--- src/rtl/dot_pkg.sv ---
// dot_pkg: shared FSM encoding and sizing/limit helpers for the dot-product engine.
package dot_pkg;
  typedef enum logic [2:0] {IDLE, LOAD, MAC, DRAIN, DONE} dot_state_t;
  typedef struct packed {
    logic signed [63:0] lo;
    logic signed [63:0] hi;
  } lim_t;
  function automatic int dot_steps(int vec_len, int lanes);
    return (vec_len + lanes - 1) / lanes;
  endfunction
  function automatic lim_t sat_limits(int out_w, logic sgn);
    lim_t l;
    l.lo = sgn ? -(64'sd1 <<< (out_w - 1)) : 64'sd0;
    l.hi = sgn ? (64'sd1 <<< (out_w - 1)) - 64'sd1 : (64'sd1 <<< out_w) - 64'sd1;
    return l;
  endfunction
endpackage

--- src/rtl/dot_lane_mult.sv ---
// dot_lane_mult: one registered DATA_W x DATA_W signed/unsigned multiplier lane with clock enable.
module dot_lane_mult #(
  parameter int DATA_W = 8
) (
  input  logic                clk,
  input  logic                rst_n,
  input  logic                en,
  input  logic                sgn,
  input  logic [DATA_W-1:0]   a,
  input  logic [DATA_W-1:0]   b,
  output logic [2*DATA_W-1:0] p
);
  logic signed [DATA_W:0]     ax, bx;
  logic signed [2*DATA_W+1:0] px;
  logic [2*DATA_W-1:0]        p_q, p_d;
  always_comb begin
    ax  = {sgn & a[DATA_W-1], a};
    bx  = {sgn & b[DATA_W-1], b};
    px  = (2*DATA_W+2)'(ax) * (2*DATA_W+2)'(bx);
    p_d = en ? px[2*DATA_W-1:0] : p_q;
  end
  always_ff @(posedge clk or negedge rst_n)
    if (!rst_n) p_q <= '0;
    else        p_q <= p_d;
  assign p = p_q;
endmodule

--- src/rtl/dot_product_engine.sv ---
// dot_product_engine: multi-lane integer dot product c = sum(a[i]*b[i]) with start/busy/done handshake.
// DOT_SATURATE_EN: when defined, c clamps to the OUT_W range on overflow; otherwise c wraps.
module dot_product_engine
  import dot_pkg::*;
#(
  parameter int DATA_W  = 8,
  parameter int VEC_LEN = 32,
  parameter int LANES   = 4,
  parameter int ACC_W   = 32,
  parameter int OUT_W   = 16
) (
  input  logic                      clk,
  input  logic                      rst_n,
  input  logic                      start,
  input  logic                      signed_mode,
  input  logic [VEC_LEN*DATA_W-1:0] a,
  input  logic [VEC_LEN*DATA_W-1:0] b,
  output logic                      busy,
  output logic                      done,
  output logic [OUT_W-1:0]          c,
  output logic                      ovf
);
  localparam int STEPS = dot_steps(VEC_LEN, LANES);
  localparam int PAD_W = STEPS*LANES*DATA_W;
  localparam int IDX_W = $clog2(STEPS + 1);
  dot_state_t          state_q, state_d;
  logic [PAD_W-1:0]    a_q, a_d, b_q, b_d;
  logic                sm_q, sm_d, pv_q, pv_d, done_q, done_d, ovf_q, ovf_d;
  logic [IDX_W-1:0]    idx_q, idx_d;
  logic [ACC_W-1:0]    acc_q, acc_d, sum;
  logic [OUT_W-1:0]    c_q, c_d, c_n;
  logic                mult_en, ovf_n;
  logic [DATA_W-1:0]   la [LANES];
  logic [DATA_W-1:0]   lb [LANES];
  logic [2*DATA_W-1:0] prod [LANES];
  logic signed [63:0]  acc_x;
  lim_t                lim;
  always_ff @(posedge clk or negedge rst_n)
    if (!rst_n) state_q <= IDLE;
    else        state_q <= state_d;
  always_comb begin
    state_d = state_q;
    case (state_q)
      IDLE:    state_d = (start && !done_q) ? LOAD : IDLE;
      LOAD:    state_d = MAC;
      MAC:     state_d = (idx_q == IDX_W'(STEPS - 1)) ? DRAIN : MAC;
      DRAIN:   state_d = DONE;
      DONE:    state_d = IDLE;
      default: state_d = IDLE;
    endcase
  end
  always_comb begin
    busy    = (state_q != IDLE) || done_q;
    mult_en = state_q == MAC;
  end
  // Operands are zero-padded to a whole number of lane groups so the tail group multiplies by zero.
  always_comb begin
    for (int k = 0; k < LANES; k++) begin
      la[k] = a_q[(int'(idx_q)*LANES + k)*DATA_W +: DATA_W];
      lb[k] = b_q[(int'(idx_q)*LANES + k)*DATA_W +: DATA_W];
    end
  end
  for (genvar k = 0; k < LANES; k++) begin : g_lane
    dot_lane_mult #(.DATA_W(DATA_W)) u_mult (
      .clk(clk), .rst_n(rst_n), .en(mult_en), .sgn(sm_q),
      .a(la[k]), .b(lb[k]), .p(prod[k])
    );
  end
  always_comb begin
    sum = '0;
    for (int k = 0; k < LANES; k++)
      sum = sum + (sm_q ? ACC_W'($signed(prod[k])) : ACC_W'(prod[k]));
  end
  always_comb begin
    a_d    = state_q == LOAD ? PAD_W'(a) : a_q;
    b_d    = state_q == LOAD ? PAD_W'(b) : b_q;
    sm_d   = state_q == LOAD ? signed_mode : sm_q;
    idx_d  = state_q == LOAD ? '0 : (mult_en && idx_q != IDX_W'(STEPS - 1)) ? idx_q + 1'b1 : idx_q;
    pv_d   = mult_en;
    acc_d  = state_q == LOAD ? '0 : pv_q ? acc_q + sum : acc_q;
    acc_x  = sm_q ? 64'($signed(acc_q)) : 64'(acc_q);
    lim    = sat_limits(OUT_W, sm_q);
    ovf_n  = (acc_x < $signed(lim.lo)) || (acc_x > $signed(lim.hi));
`ifdef DOT_SATURATE_EN
    c_n    = ovf_n ? ((acc_x < $signed(lim.lo)) ? lim.lo[OUT_W-1:0] : lim.hi[OUT_W-1:0]) : acc_q[OUT_W-1:0];
`else
    c_n    = acc_q[OUT_W-1:0];
`endif
    ovf_d  = state_q == DONE ? ovf_n : ovf_q;
    c_d    = state_q == DONE ? c_n : c_q;
    done_d = state_q == DONE;
  end
  always_ff @(posedge clk or negedge rst_n)
    if (!rst_n) begin
      a_q    <= '0;
      b_q    <= '0;
      sm_q   <= 1'b0;
      idx_q  <= '0;
      pv_q   <= 1'b0;
      acc_q  <= '0;
      c_q    <= '0;
      ovf_q  <= 1'b0;
      done_q <= 1'b0;
    end else begin
      a_q    <= a_d;
      b_q    <= b_d;
      sm_q   <= sm_d;
      idx_q  <= idx_d;
      pv_q   <= pv_d;
      acc_q  <= acc_d;
      c_q    <= c_d;
      ovf_q  <= ovf_d;
      done_q <= done_d;
    end
  assign done = done_q;
  assign c    = c_q;
  assign ovf  = ovf_q;
endmodule
--- config.mk ---
export PLATFORM = sky130hd
export DESIGN_NAME = dot_product_engine
export DESIGN_NICKNAME = d
export VERILOG_FILES = /design/src/rtl/dot_pkg.sv /design/src/rtl/dot_lane_mult.sv /design/src/rtl/dot_product_engine.sv
export SDC_FILE = /design/constraint.sdc
export NUM_CORES = 2
export LEC_CHECK = 0
export ABC_AREA = 0
export CORE_ASPECT_RATIO = 0.5
export CORE_UTILIZATION = 46
export CTS_BUF_LIST = sky130_fd_sc_hd__clkbuf_8
export CTS_CLUSTER_DIAMETER = 40
export DETAILED_ROUTE_END_ITERATION = 16
export PLACE_DENSITY = 0.68
export SLEW_MARGIN = 15
export SYNTH_ARGS = -nofsm -noshare
export SYNTH_HDL_FRONTEND = slang
export SYNTH_SLANG_ARGS = --single-unit
--- constraint.sdc ---
create_clock -name clk -period 8.4 [get_ports clk]
set_input_delay 0.84 -clock clk [delete_from_list [all_inputs] [get_ports clk]]
set_output_delay 0.84 -clock clk [all_outputs]
set_load 0.05 [all_outputs]
Word-level counts from Yosys, hierarchy flattened
Cells that the tools add are included.
- add/sub/neg operators: 8
- multipliers: 4
- magnitude comparators: 2
- eq/ne operators: 6
- shift-type cells: 8
- mux-type cells: 14
- bitwise operators: 8
- reduce and logical (&&, ||, !) cells: 9
- operators with widths (operator ; number):
    256-bit by 11-bit variable part select with 8-bit output ; 3
    256-bit by 32-bit variable part select with 8-bit output ; 3
    256-bit by 10-bit variable part select with 8-bit output ; 2
    32-bit two-way mux ; 6
    32-bit adder ; 4
    64-bit two-way mux ; 2
    64-bit by 17-bit > comparator with 1-bit output ; 1
    64-bit less-than comparator ; 1
    9-bit by 9-bit multiplier with 16-bit output ; 4
    16-bit two-way mux ; 1
    6-bit by 2-bit adder with 7-bit output (second input constant) ; 2
    3-bit case mux with 4 select lines ; 1
    1-bit bitwise AND ; 8
    4-bit two-way mux ; 2
    6-bit by 1-bit adder with 7-bit output (second input constant) ; 1
    3-bit by 2-bit equality test with 1-bit output (second input constant) ; 2
    4-bit by 1-bit adder with 4-bit output (second input constant) ; 1
    4-bit by 3-bit equality test with 1-bit output (second input constant) ; 1
    4-bit by 3-bit inequality test with 1-bit output (second input constant) ; 1
    2-bit nonzero test ; 2
    3-bit by 1-bit equality test with 1-bit output (second input constant) ; 1
    3-bit equality test (second input constant) ; 1
    3-bit logical NOT ; 1
    3-bit nonzero test ; 1
    other kinds (4) ; 7
- register bits: 635
- bits of input ports: 516
- output and inout bits: 19
- logic and storage cells: 73

Logic depth before layout (Yosys ltp)
- depth after elaboration: 7
- mapped depth: 31
- gate-level depth less buffers: 25

By module
From an unflattened synthesis, not the netlist that was laid out.
- cells, all modules: 4751
- area, all modules: 43758.2 um^2
- modules (own cells, without submodules) (module ; instances ; cells an instance ; area an instance (um^2) ; seq. area each (um^2)):
    dot_product_engine ; 1 ; 3271 ; 30214.0 ; 14288.7
    dot_lane_mult (g_lane[0].u_mult ...) ; 2 ; 374 ; 3384.5 ; 400.4
    dot_lane_mult (g_lane[2].u_mult) ; 1 ; 366 ; 3388.2 ; 400.4
    dot_lane_mult (g_lane[3].u_mult) ; 1 ; 366 ; 3387.0 ; 400.4

Least setup slack after synthesis
No wires, ideal clock.
- path kind: reg-to-reg
- start: reg idx_q[0]
- end: reg g_lane[1].u_mult.p_q[14]
- setup time: 0.133 ns
- arrival time: 6.382 ns
- data required time: 8.267 ns
- slack: 1.885 ns
- cell stages (with the launch flop): 29
- path buffers: 6
- period minus slack after synthesis: 6.515 ns
- path through: dfrtp_1 -> buf_4 -> buf_8 -> buf_8 -> buf_6 -> buf_6 -> buf_4 -> mux4_2 -> mux2i_1 -> nor2_1 -> and2_1 -> fa_1 -> inv_1 -> fa_1 -> inv_1 -> fa_1 -> fa_1 -> inv_1 -> fa_1 -> inv_1 -> ha_1 -> inv_1 -> o21bai_1 -> a21oi_1 -> o21bai_1 -> a211o_1 -> a31oi_1 -> xor2_1 -> o21ai_0
- cells in the longest elaborated chain, start to end: 4
- elaborated cells between the ends (all ways): 6
- classes of those cells: add/sub: 1; mul: 1; shift: 2; bitwise: 2
- RTL lines (element ; RTL line ; RTL):
    start: declaration ; dot_product_engine.sv:29 ; logic [IDX_W-1:0] idx_q, idx_d;
    start signal: assignment ; dot_product_engine.sv:108 ; idx_q <= idx_d;
    6-bit by 1-bit adder with 7-bit output * ; dot_product_engine.sv:59, dot_product_engine.sv:60 ;
    256-bit by 32-bit variable part select with 8-bit output / 256-bit by 11-bit variable part select with 8-bit output (equally long branches) ; dot_product_engine.sv:59, dot_product_engine.sv:60 ;
    1-bit bitwise AND (on tied branches) ; dot_lane_mult.sv:17, dot_lane_mult.sv:18 ;
    9-bit by 9-bit multiplier with 16-bit output * ; dot_lane_mult.sv:19 ; px = (2*DATA_W+2)'(ax) * (2*DATA_W+2)'(bx);
    end signal: assignment ; dot_lane_mult.sv:24 ; else p_q <= p_d;
    end: declaration ; dot_lane_mult.sv:15 ; logic [2*DATA_W-1:0] p_q, p_d;
Every way passes the cells marked *; elsewhere a longest branch is shown, timed or not.
A chain may end at the register's enable or synchronous reset.

Worst setup path in the final report
- start: reg idx_q[0]
- end: reg g_lane[0].u_mult.p_q[14]
- cells in the longest elaborated chain, start to end: 3
- elaborated cells between the ends (all ways): 5
- classes of those cells: mul: 1; shift: 2; bitwise: 2
- RTL lines (element ; RTL line):
    256-bit by 10-bit variable part select with 8-bit output (on tied branches) ; dot_product_engine.sv:59, dot_product_engine.sv:60
    1-bit bitwise AND (on tied branches) ; dot_lane_mult.sv:17, dot_lane_mult.sv:18
    9-bit by 9-bit multiplier with 16-bit output * ; dot_lane_mult.sv:19
    end signal: assignment ; dot_lane_mult.sv:24
    end: declaration ; dot_lane_mult.sv:15
Marks and branches as above.

==> run metrics <==
Post-synth EDFFs 0; vias in the first global route around 34000; number of nets in the layout 5990; CTS Hold Bufs 0; status finished, final reports clean; Starting Density 46.6%; Syn Area/Cell between 9 and 10 µm²; fraction of layout cells with a size suffix above 1 approximately 7.5%; R2R Setup Slk roughly 1.1 ns; multi-input logic area about 24000 µm²; Tmin final 7.28 ns; Routed WL per cell ~20 µm; Fin Hold WS 0.177 ns; Num CTS Buffers 95; netlist area before placement between 40000 and 50000 µm²; critical path arrival 7.90 ns; drc violations 0; largest net degree at the start of global routing approximately 240; Syn Inst Count 4487; Worst Path Required 9.02 ns; CP Class reg2reg; clk_lat worst skew roughly 0.80 ns; post-CTS resize count 0; GP Congestion 0.949; Cell Area, Placed ~49000 µm²; family with the most delay on the worst path adder cells; Synth area leaders dfrtp_1 38%, fa_1 16%, nand2_1 16%; Yosys warnings 0; Clock Pin Slew Worst Setup and Hold Paths around 0.070 ns; most frequent cells after synthesis 1805 x nand2_1, 635 x dfrtp_1, 360 x inv_1; max cap viols 0; Yosys reg bits approximately 640; detailed-route via count roughly 33000; core area between 90000 and 100000 µm²; Crit path top cell by count fa_1; Routed Antenna Nets 0; CP Cell Sequence buf_12 > buf_12 > mux4_2 > mux2i_1 > or2_2 > nand3_1 > fa_1 > fa_1 > inv_1 > fa_1 > fa_1 > inv_1 > fa_1 > inv_1 > ha_1 > inv_1 > o21bai_1 > a21oi_1 > o21bai_1 > a211o_1 > a31oi_1 > xor2_1 > o21ai_0; I/O pins between 500 and 600; register area 15900 µm²; most common cell in the netlist nand2_1; Min-Delay Path Class in2async; fillers 8159; setup bufs post-CTS 0; Rows 78; register area share after synthesis a little under two fifths; Critical path buffers and inverters 6; Synth top area share 37.5%; Worst Path Max Fanout 35; antenna violations before repair 26; CTS Root Cell clkbuf_8; hold violation total from the final report 0; H-tree depth 3; syn nets between 5000 and 6000; grt total ovfl 0; r2r endpoint g_lane[0].u_mult.p[14]; CP max stage cell dfrtp_4; DPL Wire Length between 90 and 100 mm; clock skew 0.0480 ns; CP endpoint kind flop; first-pass GRT wire length between 150 and 200 mm; fin. max-slew vios 0; via density per instance approximately 5.2; CTS tree done; Synth Flop Type dfrtp_1; Die ar. 93400 µm²; IO buf count 534; Die Y-Extent about 220 µm; fin area between 50000 and 60000 µm²; reg2reg start idx_q[0]; # placed instances a little over 6000; Total GRT Usage ~28%; Slew headroom about a fifth; async set or reset register ratio after synthesis 100%; DRT Wirelength 128 mm; top cell type by total area after synthesis dfrtp_1; max frequency between 100 and 150 MHz; first drt pass iteration count 5; die width approximately 430 µm; final cell count without fillers 6281; slowest cell delay on critical path about 0.72 ns; Worst Max-Slew Pin Slew about 1.2 ns; Tcrit/Tclk final between 80% and 90%; CP startpoint kind flop; final setup vio count 0; P&R area growth vs syn 20.0%; violation count after the first detailed-route iteration 2996; Num Clock Sinks 635; unrepaired setup endpoints after global routing false; Worst R2R Path Depth 23; Cell variety after synth 71; total negative setup slack 0 ns; Max Root-Sink Buffers 3
[cells by family (layout without fill, tap and decap cells)]
kind of cell	Yosys count	in the layout	share of synthesized area (%)
AND/OR/NAND/NOR	2182	2182	20.6
flip-flops	635	635	37.5
buffers and inverters	572	1106	5.37
adder cells (fa/ha/maj)	529	529	21.7
AO/OA/AOI/OAI	255	255	3.81
multiplexers	213	213	8.89
XOR/XNOR	101	101	2.09
other	0	20	0
[registers in the layout, summed over array words and instances (netlist names)]
register / cells
pv_q: 1
ovf: 1
c: 16
a_q: 256
idx_q: 4
done: 1
sm_q: 1
acc_q: 32
b_q: 256
state_q: 3
g_lane.u_mult.p: 64
[through the flow]
step / utilization, % / setup WS, ns
6_report: 55.9 / 1.12
5_1_grt: 55.9 / 0.750
4_1_cts: 55.9 / 1.10
3_5_place_dp: 53.7 / 1.13
3_3_place_gp: 53.7 / 1.19
2_1_floorplan: - / 1.88
[worst max path at each step]
| stage | slack [ns] | end | cells past startpoint | from |
|---|---|---|---|---|
| floorplan | 1.88 | g_lane[1].u_mult.p[14] | 28 | idx_q[0] |
| global placement | 1.19 | g_lane[0].u_mult.p[14] | 23 | idx_q[0] |
| detailed placement | 1.13 | g_lane[0].u_mult.p[14] | 23 | idx_q[0] |
| CTS | 1.10 | g_lane[0].u_mult.p[14] | 23 | idx_q[0] |
| global route | 0.75 | g_lane[0].u_mult.p[14] | 23 | idx_q[0] |
| finish | 1.12 | g_lane[0].u_mult.p[14] | 23 | idx_q[0] |
[layout make-up]
cell class | count | share of cell area [%]
clock buffer | 112 | 3.03
tap | 1240 | 3.05
clock inverter | 61 | 0.839
timing repair buffer | 571 | 11.4
inverter | 362 | 2.67
sequential | 635 | 31.3
multi-input combinational | 3280 | 47.6
antenna | 20 | 0.0984
[per-layer routing]
layer  share of wire (%)  wire length (µm)  global-route usage, %  vias up
li1                    -                 -                      -    15100
met1                  43             55300                   38.3    16400
met2                  46             59100                   42.6     1017
met3                 7.3              9260                   6.77      191
met4                 3.1              3940                   10.1        0
met5                   0                 0                      0        -
[placed cells by master (no fill, tap or decap), types with 20 or more instances in the layout]
cell | synthesis | routed
a21o_1 | 36 | 36
a21oi_1 | 71 | 71
and2_1 | 38 | 37
buf_4 | 8 | 23
clkbuf_8 | 0 | 112
clkdlybuf4s50_1 | 0 | 533
dfrtp_1 | 635 | 631
diode_2 | 0 | 20
fa_1 | 344 | 344
ha_1 | 185 | 185
inv_1 | 360 | 398
mux2i_1 | 67 | 67
mux4_2 | 128 | 128
nand2_1 | 1805 | 1804
nand2b_1 | 44 | 44
nor2_1 | 159 | 159
nor3_1 | 25 | 25
o21ai_0 | 64 | 64
or2_2 | 31 | 31
xnor2_1 | 78 | 78
xor2_1 | 23 | 23
Power is not shown: default switching activity piles up to over one toggle a cycle in this logic, so the estimate is an artifact.
